[src/rtl/av2_cdef_block_loader_pkg.sv]
// Shared CDEF loader definitions: geometry defaults, control widths and the
// per-block control bundle used by the loader, its banks and the filter.
package av2_cdef_block_loader_pkg;

  localparam int PIX_W_DEF   = 10;
  localparam int BLK_DIM_DEF = 8;
  localparam int BLK_PIX_DEF = BLK_DIM_DEF * BLK_DIM_DEF;
  localparam int STR_W       = 3;
  localparam int DAMP_W      = 3;

  typedef enum logic {
    PLANE_LUMA   = 1'b0,
    PLANE_CHROMA = 1'b1
  } cdef_plane_e;

  typedef struct packed {
    logic [STR_W-1:0]  strength_y;
    logic [STR_W-1:0]  strength_uv;
    logic [DAMP_W-1:0] damping;
    cdef_plane_e       plane;
  } cdef_ctl_t;

endpackage

[src/rtl/av2_cdef_blk_bank.sv]
// One block buffer: BLK_PIX pixel registers plus the block's CDEF controls,
// single write port and a flattened, always-visible read view.
module av2_cdef_blk_bank
  import av2_cdef_block_loader_pkg::*;
#(
  parameter int PIX_W   = PIX_W_DEF,
  parameter int BLK_PIX = BLK_PIX_DEF,
  localparam int IDX_W  = $clog2(BLK_PIX)
) (
  input  logic                     clk,
  input  logic                     rst,
  input  logic                     we,
  input  logic [IDX_W-1:0]         idx,
  input  logic [PIX_W-1:0]         data,
  input  logic                     ctl_we,
  input  cdef_ctl_t                ctl,
  output logic [BLK_PIX*PIX_W-1:0] rd_data,
  output cdef_ctl_t                rd_ctl
);

  logic [PIX_W-1:0] mem [BLK_PIX];
  cdef_ctl_t        ctl_q;

  // Contents are cleared on reset so the presented block reads as zero afterwards.
  always_ff @(posedge clk) begin
    if (rst) begin
      for (int k = 0; k < BLK_PIX; k++) mem[k] <= '0;
      ctl_q <= '0;
    end else begin
      if (we)     mem[idx] <= data;
      if (ctl_we) ctl_q    <= ctl;
    end
  end

  for (genvar k = 0; k < BLK_PIX; k++) begin : g_flat
    assign rd_data[k*PIX_W +: PIX_W] = mem[k];
  end

  assign rd_ctl = ctl_q;

endmodule

[src/rtl/av2_cdef_block_loader.sv]
// Raster-to-block feeder for CDEF: ping-pong assembles 8x8 blocks from a pixel
// stream and hands complete blocks plus controls to the filter.
module av2_cdef_block_loader
  import av2_cdef_block_loader_pkg::*;
#(
  parameter int PIX_W    = PIX_W_DEF,
  parameter int BLK_DIM  = BLK_DIM_DEF,
  localparam int BLK_PIX = BLK_DIM * BLK_DIM,
  localparam int IDX_W   = $clog2(BLK_PIX)
) (
  input  logic                     clk,
  input  logic                     rst,
  input  logic                     flush,
  input  logic [PIX_W-1:0]         pix_data,
  input  logic                     pix_valid,
  output logic                     pix_ready,
  input  logic                     pix_last,
  input  logic [STR_W-1:0]         pix_strength_y,
  input  logic [STR_W-1:0]         pix_strength_uv,
  input  logic [DAMP_W-1:0]        pix_damping,
  input  logic                     pix_is_chroma,
  output logic [BLK_PIX*PIX_W-1:0] blk_data,
  output logic [STR_W-1:0]         blk_strength_y,
  output logic [STR_W-1:0]         blk_strength_uv,
  output logic [DAMP_W-1:0]        blk_damping,
  output logic                     blk_is_chroma,
  output logic                     blk_valid,
  input  logic                     blk_ready,
  output logic                     frame_err,
  output logic [1:0]               occupancy
);

  logic [1:0]       full;
  logic [1:0]       full_nxt;
  logic             wr_bank;
  logic             rd_bank;
  logic [IDX_W-1:0] wr_idx;
  logic             accept;
  logic             drain;
  logic             idx_last;
  cdef_ctl_t        in_ctl;

  logic [BLK_PIX*PIX_W-1:0] bank_data [2];
  cdef_ctl_t                bank_ctl  [2];

  assign pix_ready = ~full[wr_bank] & ~flush;
  assign accept    = pix_valid & pix_ready;
  assign blk_valid = full[rd_bank];
  assign drain     = blk_valid & blk_ready;
  assign idx_last  = (wr_idx == IDX_W'(BLK_PIX - 1));

  assign in_ctl = '{strength_y:  pix_strength_y,
                    strength_uv: pix_strength_uv,
                    damping:     pix_damping,
                    plane:       cdef_plane_e'(pix_is_chroma)};

  for (genvar b = 0; b < 2; b++) begin : g_bank
    av2_cdef_blk_bank #(.PIX_W(PIX_W), .BLK_PIX(BLK_PIX)) u_bank (
      .clk     (clk),
      .rst     (rst),
      .we      (accept && (wr_bank == 1'(b))),
      .idx     (wr_idx),
      .data    (pix_data),
      .ctl_we  (accept && (wr_bank == 1'(b)) && (wr_idx == '0)),
      .ctl     (in_ctl),
      .rd_data (bank_data[b]),
      .rd_ctl  (bank_ctl[b])
    );
  end

  // A fill and a drain can land together only on opposite banks, since a full bank blocks writes.
  always_comb begin
    full_nxt = full;
    if (drain)              full_nxt[rd_bank] = 1'b0;
    if (accept && idx_last) full_nxt[wr_bank] = 1'b1;
  end

  always_ff @(posedge clk) begin
    if (rst) begin
      full      <= '0;
      wr_bank   <= 1'b0;
      rd_bank   <= 1'b0;
      wr_idx    <= '0;
      frame_err <= 1'b0;
    end else begin
      full      <= full_nxt;
      frame_err <= accept && (pix_last != idx_last);
      if (drain) rd_bank <= ~rd_bank;
      // Block boundaries come from the pixel count alone; pix_last only feeds the framing check.
      if (flush) begin
        wr_idx <= '0;
      end else if (accept) begin
        if (idx_last) begin
          wr_idx  <= '0;
          wr_bank <= ~wr_bank;
        end else begin
          wr_idx <= wr_idx + IDX_W'(1);
        end
      end
    end
  end

  assign blk_data        = bank_data[rd_bank];
  assign blk_strength_y  = bank_ctl[rd_bank].strength_y;
  assign blk_strength_uv = bank_ctl[rd_bank].strength_uv;
  assign blk_damping     = bank_ctl[rd_bank].damping;
  assign blk_is_chroma   = bank_ctl[rd_bank].plane;
  assign occupancy       = {1'b0, full[0]} + {1'b0, full[1]};

endmodule

[config.mk]
export PLATFORM = sky130hd
export DESIGN_NAME = av2_cdef_block_loader
export DESIGN_NICKNAME = d
export VERILOG_FILES = /design/src/rtl/av2_cdef_block_loader_pkg.sv /design/src/rtl/av2_cdef_blk_bank.sv /design/src/rtl/av2_cdef_block_loader.sv
export SDC_FILE = /design/constraint.sdc
export NUM_CORES = 2
export LEC_CHECK = 0
export CAP_MARGIN = 20
export CORE_UTILIZATION = 45
export DETAILED_ROUTE_END_ITERATION = 6
export GPL_ROUTABILITY_DRIVEN = 0
export PLACE_DENSITY = 0.69
export SLEW_MARGIN = 40
export SYNTH_ARGS = -nofsm -noshare
export SYNTH_HDL_FRONTEND = slang
export SYNTH_SLANG_ARGS = --single-unit
[constraint.sdc]
create_clock -name clk -period 2.4 [get_ports clk]
set_clock_uncertainty 0.2 [all_clocks]
set_input_delay 0.48 -clock clk [delete_from_list [all_inputs] [get_ports clk]]
set_output_delay 0.48 -clock clk [all_outputs]
set_load 0.005 [all_outputs]
# [After elaboration in Yosys (flattened, before gate mapping)]
# Memories as Yosys holds them, arrays and structs flattened.
# Cells that the tools add are included.
[word_totals] elab_cells=79 mem_bits_rw=1280 mem_count=2 inputBits=26 reg_bits=31
[mem_list] name="g_bank[0].u_bank.mem" words=64 word_bits=10 read_ports=64 rd_clocked_by_memory_dff=0 write_ports=64 line_no="av2_cdef_blk_bank.sv:21" rtl="logic [PIX_W-1:0] mem [BLK_PIX];"
[mem_list] name="g_bank[1].u_bank.mem" words=64 word_bits=10 read_ports=64 rd_clocked_by_memory_dff=0 write_ports=64 line_no="av2_cdef_blk_bank.sv:21"
[op_classes] eq_ne=2 order_cmp=5 reduce_logical=13 n_mux=31 addsub=2 bitwise_logic=11
[op_table] op="640-bit 2-to-1 mux" n=3
[op_table] op="10-bit 2-to-1 mux" n=5
[op_table] op="10-bit OR reduction" n=2
[op_table] op="6-bit 2-to-1 mux" n=3
[op_table] op="1-bit 2-to-1 mux" n=16
[op_table] op="1-bit logical AND" n=8
[op_table] op="6-bit by 1-bit adder with 6-bit output (second input constant)" n=1
[op_table] op="6-bit equality test (second input constant)" n=1
[op_table] op="6-bit logical NOT" n=1
[op_table] op="1-bit by 2-bit < comparator with 1-bit output (second input constant)" n=2
[op_table] op="2-bit 2-to-1 mux" n=2
[op_table] op="1-bit inverter" n=4
[op_table] op="1-bit bitwise AND" n=3
[op_table] op="3-bit AND reduction" n=1
[op_table] op="1-bit by 1-bit adder with 2-bit output" n=1
[op_table] op="2-bit bitwise AND" n=1
[op_table] op="1-bit demux with 1-bit select" n=2
[op_table] op="1-bit greater-or-equal comparator (second input constant)" n=2
[op_table] op="2-bit greater-or-equal comparator (second input constant)" n=1
[op_table] op="1-bit inverter with 2-bit output" n=1
[op_table] op="2-bit inverter" n=1
[op_table] op="2-bit bitwise OR" n=1
[op_table] op="2-bit OR reduction" n=1
[op_table] op="1-bit != test" n=1

# [Depth between registers and ports, before layout]
[logic_depth] depth_word=11 mapped_depth=8 mapped_depth_nobuf=5

# [By module]
# A second synthesis with hierarchy kept.
[unflattened] hier_cells=4264 area_unflattened_um2=60206.5
[modules_own_cells] module="av2_cdef_blk_bank at g_bank[1].u_bank" cells_each=1743 area_per_inst_um2=26023.7 n_inst=1 seq_area_each_um2=19418.6
[modules_own_cells] module="av2_cdef_blk_bank at g_bank[0].u_bank" cells_each=1724 area_per_inst_um2=25864.8 n_inst=1 seq_area_each_um2=19418.6
[modules_own_cells] module="av2_cdef_block_loader" cells_each=797 area_per_inst_um2=8318.0 n_inst=1 seq_area_each_um2=220.2

# [Least setup slack after synthesis]
# No wires, ideal clock.
[synth_timing] kind="in2reg" from="input port flush" to="memory g_bank[1].u_bank.mem[43][0] in the netlist's numbering, enable pin" t_arrival_ns=1.790 path_stages=5 setup_slack_ns=0.031 n_path_buf=2 t_required_ns=1.821 cell_sequence="nor4bb_1 > clkbuf_2 > buf_2 > nand3_1 > o21bai_1"
[synth_lines] element="start: declaration" line_no="av2_cdef_block_loader.sv:13" rtl="input logic flush,"
[synth_lines] element="end: declaration" line_no="av2_cdef_blk_bank.sv:21"

# [Worst setup path in the final report]
[layout_timing] from="register rd_bank" to="output port blk_data[447]"
[layout_via] elab_chain_cells=4
[layout_rtl] element="start: declaration" line_no="av2_cdef_block_loader.sv:36" rtl="logic rd_bank;"
[layout_rtl] element="start signal: assignment" line_no="av2_cdef_block_loader.sv:88" rtl="if (drain) rd_bank <= ~rd_bank;"
[layout_rtl] element="1-bit inverter with 2-bit output (implied by the code)" line_no="av2_cdef_block_loader.sv:103" rtl="assign blk_data = bank_data[rd_bank];"
[layout_rtl] element="640-bit 2-to-1 mux (implied by the code) (3 in series)" line_no="av2_cdef_block_loader.sv:103"
[layout_rtl] element="end: declaration" line_no="av2_cdef_block_loader.sv:22" rtl="output logic [BLK_PIX*PIX_W-1:0] blk_data,"
# No other way between the ends. The select of a mux whose other input is x is not followed.

==> flow_summary.toml <==
[sta]
tns_ns = -481.13
finalSetupViolations = 1390
period_minus_slack_ns = 3.21
hold_viol_final = 0
worst_slack_ns = -0.812
tightestPinTransition_ns = 0.742
rsz0062_at_grt = "true"
fmax_mhz = 311
slew_violations = 0
period_share_pct = 134
relSlewSlack_pct = 50.5

[detailed_routing]
viasPerCell = 5.60
avgRoutedWirePerCell_um = 27.0
first_iter_violations = 4231
post-route-drc-count = 0
drt-total-wl_mm = 185
final_antenna_net_count = 0
firstDrtPassIters = 5
vias = 38400

[layout]
multi_input_area_um2 = 16200
final_cells = 6858
fillCellCount = 9059
nets = 5146
layout_common_cells = "edfxtp_1 (1280), nor2_1 (1183), mux2_2 (469)"
final_common_cell = "edfxtp_1"
drive_above_1_share_pct = 30.5
area_growth_pct = 36.4
seq_area_um2 = 39100

[clock_network]
numCtsBuffers = 139
cts_max_path_buffers = 3
cts_tree = "yes"
clkSinkCount = 1311
hold_buffers = 0
clk_latency_ns = 0.75
clk_pin_slew_ns = 0.06
cts-root-buf = "clkbuf_16"
htree_num_levels = 4

[global_route]
antenna_found_initial = 22
grt_pass1_wl_mm = 256
grtUsageTotal_pct = 28.3
grtUsageMet3_pct = 5.78
grt_max_degree = 63
grt_overflow = 0
grtUsageMet2_pct = 46.8
grt_pass1_vias = 36800
grt_util_met1_pct = 36.6
busiest_layer = "met2"

[floorplanning]
die_w_um = 355
dieArea_um2 = 126000
core.rowCount = 129
initial_core_util_pct = 45.3
io_pins = 681
core-area_um2 = 123000
die_h_um = 355

[hold_path]
hold_end = "g_bank[1].u_bank.rd_ctl[8]$_SDFFE_PP0P_"
hold_start = "pix_strength_y[1]"
hold_depth = 3
hold_class = "in2reg"

[synth]
synthArstFlopShare_pct = 0
ys_types = 50
synth_area_um2 = 56000
synth_nets = 4103
ys.flop_type = "edfxtp_1"
ys_ff_latch = 1311
ys_seq_area_share_pct = 69.8
syn_inst = 4074
syn_avg_cell_area_um2 = 13.7
synth_edf_count = 1280
synth_warnings = 0

[status]
status = "complete, but fails checks"
violations = "negative setup slack"

[critical_path]
arrival_ns = 2.53
rr_worst_depth = 5
endpoint_kind = "primary output"
critPathMaxFanout = 15
reg2reg_from = "wr_idx[3]$_SDFFE_PP0N_"
rrSetupSlack_ns = -0.23
worstSetupPathType = "reg2out"
worstPathRequired_ns = 1.72
start_kind = "register"
r2r_end = "g_bank[1].u_bank.mem[24][4]$_SDFFCE_PN0P_"

[placed_design]
pre_cts_ws_ns = -0.587
port_buffers = 680
hpwl_mm = 128
dp_cells = 6487

[power_and_ir_drop]
total_power_mw = 49.6
power_density_nw_per_um2 = 649
p_leak_nw = 29.6
irDropWorstVdd_mv = 0.668

[flow_run]
drv_cap = 0
## final cells by class
type	count	share of cell area, %
Clock buffer	179	4.89
Multi-Input combinational cell	2401	21.2
Sequential cell	1311	51.2
Inverter	3	0.0148
Clock inverter	65	0.641
Antenna cell	1	0.00328
Tap cell	1637	2.68
Timing Repair Buffer	1261	19.4
## how the worst max path moves through the flow
stage | start | to | depth (start not counted) | slack [ns]
finish | rd_bank$_SDFFE_PP0N_ | blk_data[447] | 5 | -0.81
global placement | pix_valid | g_bank[0].u_bank.mem[16][7]$_SDFFCE_PN0P_ | 7 | -0.59
floorplan | flush | g_bank[1].u_bank.mem[43][0]$_SDFFCE_PN0P_ | 5 | 0.03
global route | rd_bank$_SDFFE_PP0N_ | blk_data[103] | 5 | -0.84
detailed placement | pix_valid | g_bank[1].u_bank.mem[16][2]$_SDFFCE_PN0P_ | 7 | -0.59
CTS | rd_bank$_SDFFE_PP0N_ | blk_data[332] | 5 | -0.87
## cell families (layout without fill, tap and decap cells)
group                    after synthesis  count (layout)  synth area share (%)
flip-flops                          1311            1311                  69.8
multiplexers                         674             674                  13.5
AO/OA/AOI/OAI                        146             146                  1.95
buffers and inverters                362            1508                  2.75
AND/OR/NAND/NOR                     1578            1578                  11.9
adder cells (fa/ha/maj)                3               3                0.0671
other                                  0               1                     0
## repair_timing
action | CTS | global route
cloned | 12 | 20
endpoints found under the hold margin | 0 | 0
gates resized for setup | 412 | 495
setup endpoints to repair | 1330 | 1888
setup buffers | 29 | 70
## sequential cells by signal (all words and copies together) (netlist names)
register,count
g_bank.u_bank.mem,1280
wr_idx,6
g_bank.u_bank.rd_ctl,20
full,2
wr_bank,1
rd_bank,1
frame_err,1
## per-stage QoR
| stage | utilization [%] | hold WS, ns | area [µm²] |
|---|---|---|---|
| final | 61.8 | 0.130 | 76300 |
| after global placement | 56.3 | 0.255 | 69500 |
| after CTS | 60.5 | 0.0950 | 74700 |
| after detailed placement | 56.3 | 0.266 | 69500 |
| after floorplan | - | 0.245 | 56000 |
| after global routing | 61.8 | 0.143 | 76300 |
## critical path, cell delays in order, from the launching register on
cell and delay [ns]:
dfxtp_4 0.38, buf_12 0.17, buf_16 0.17, clkbuf_16 0.20, mux2_2 0.38, clkdlybuf4s50_1 0.45
## power by group
| part | total, mW | switching (mW) | internal, mW |
|---|---|---|---|
| registers | 26.1 | 0.242 | 25.9 |
| clock network | 20.3 | 8.79 | 11.5 |
| logic | 3.15 | 1.57 | 1.58 |
## synth_stat cells (all sizes together), types with 2 or more instances
cell type     n  area share (%)
a21o         92             1.2
a21oi         5           0.045
a41o          7            0.13
and2         21            0.23
and3         96             1.1
and3b         3           0.047
buf         141             1.3
clkbuf      218             1.5
dfxtp        31             1.1
edfxtp     1280              69
ha            3           0.067
inv           3           0.020
mux2        652              13
mux2i        22            0.39
nand2       112            0.75
nand2b       34            0.38
nand3        61            0.55
nand3b        4           0.054
nor2       1185             8.0
nor2b        26            0.29
nor3          6            0.12
nor3b         8            0.16
nor4          2           0.022
nor4b         2           0.031
o211ai        3           0.040
o21ai         4           0.036
o21bai       27            0.36
o31ai         4           0.054
or2           5           0.056
or3           5           0.056
or4           4           0.054
## layer usage
| metal | share of wire [%] | wire length [µm] |
|---|---|---|
| met1 | 38 | 69500 |
| met2 | 49 | 90800 |
| met3 | 9.2 | 17100 |
| met4 | 4.1 | 7490 |
| met5 | 0.042 | 78 |
No activity file was read; power rests on OpenSTA's default activity.
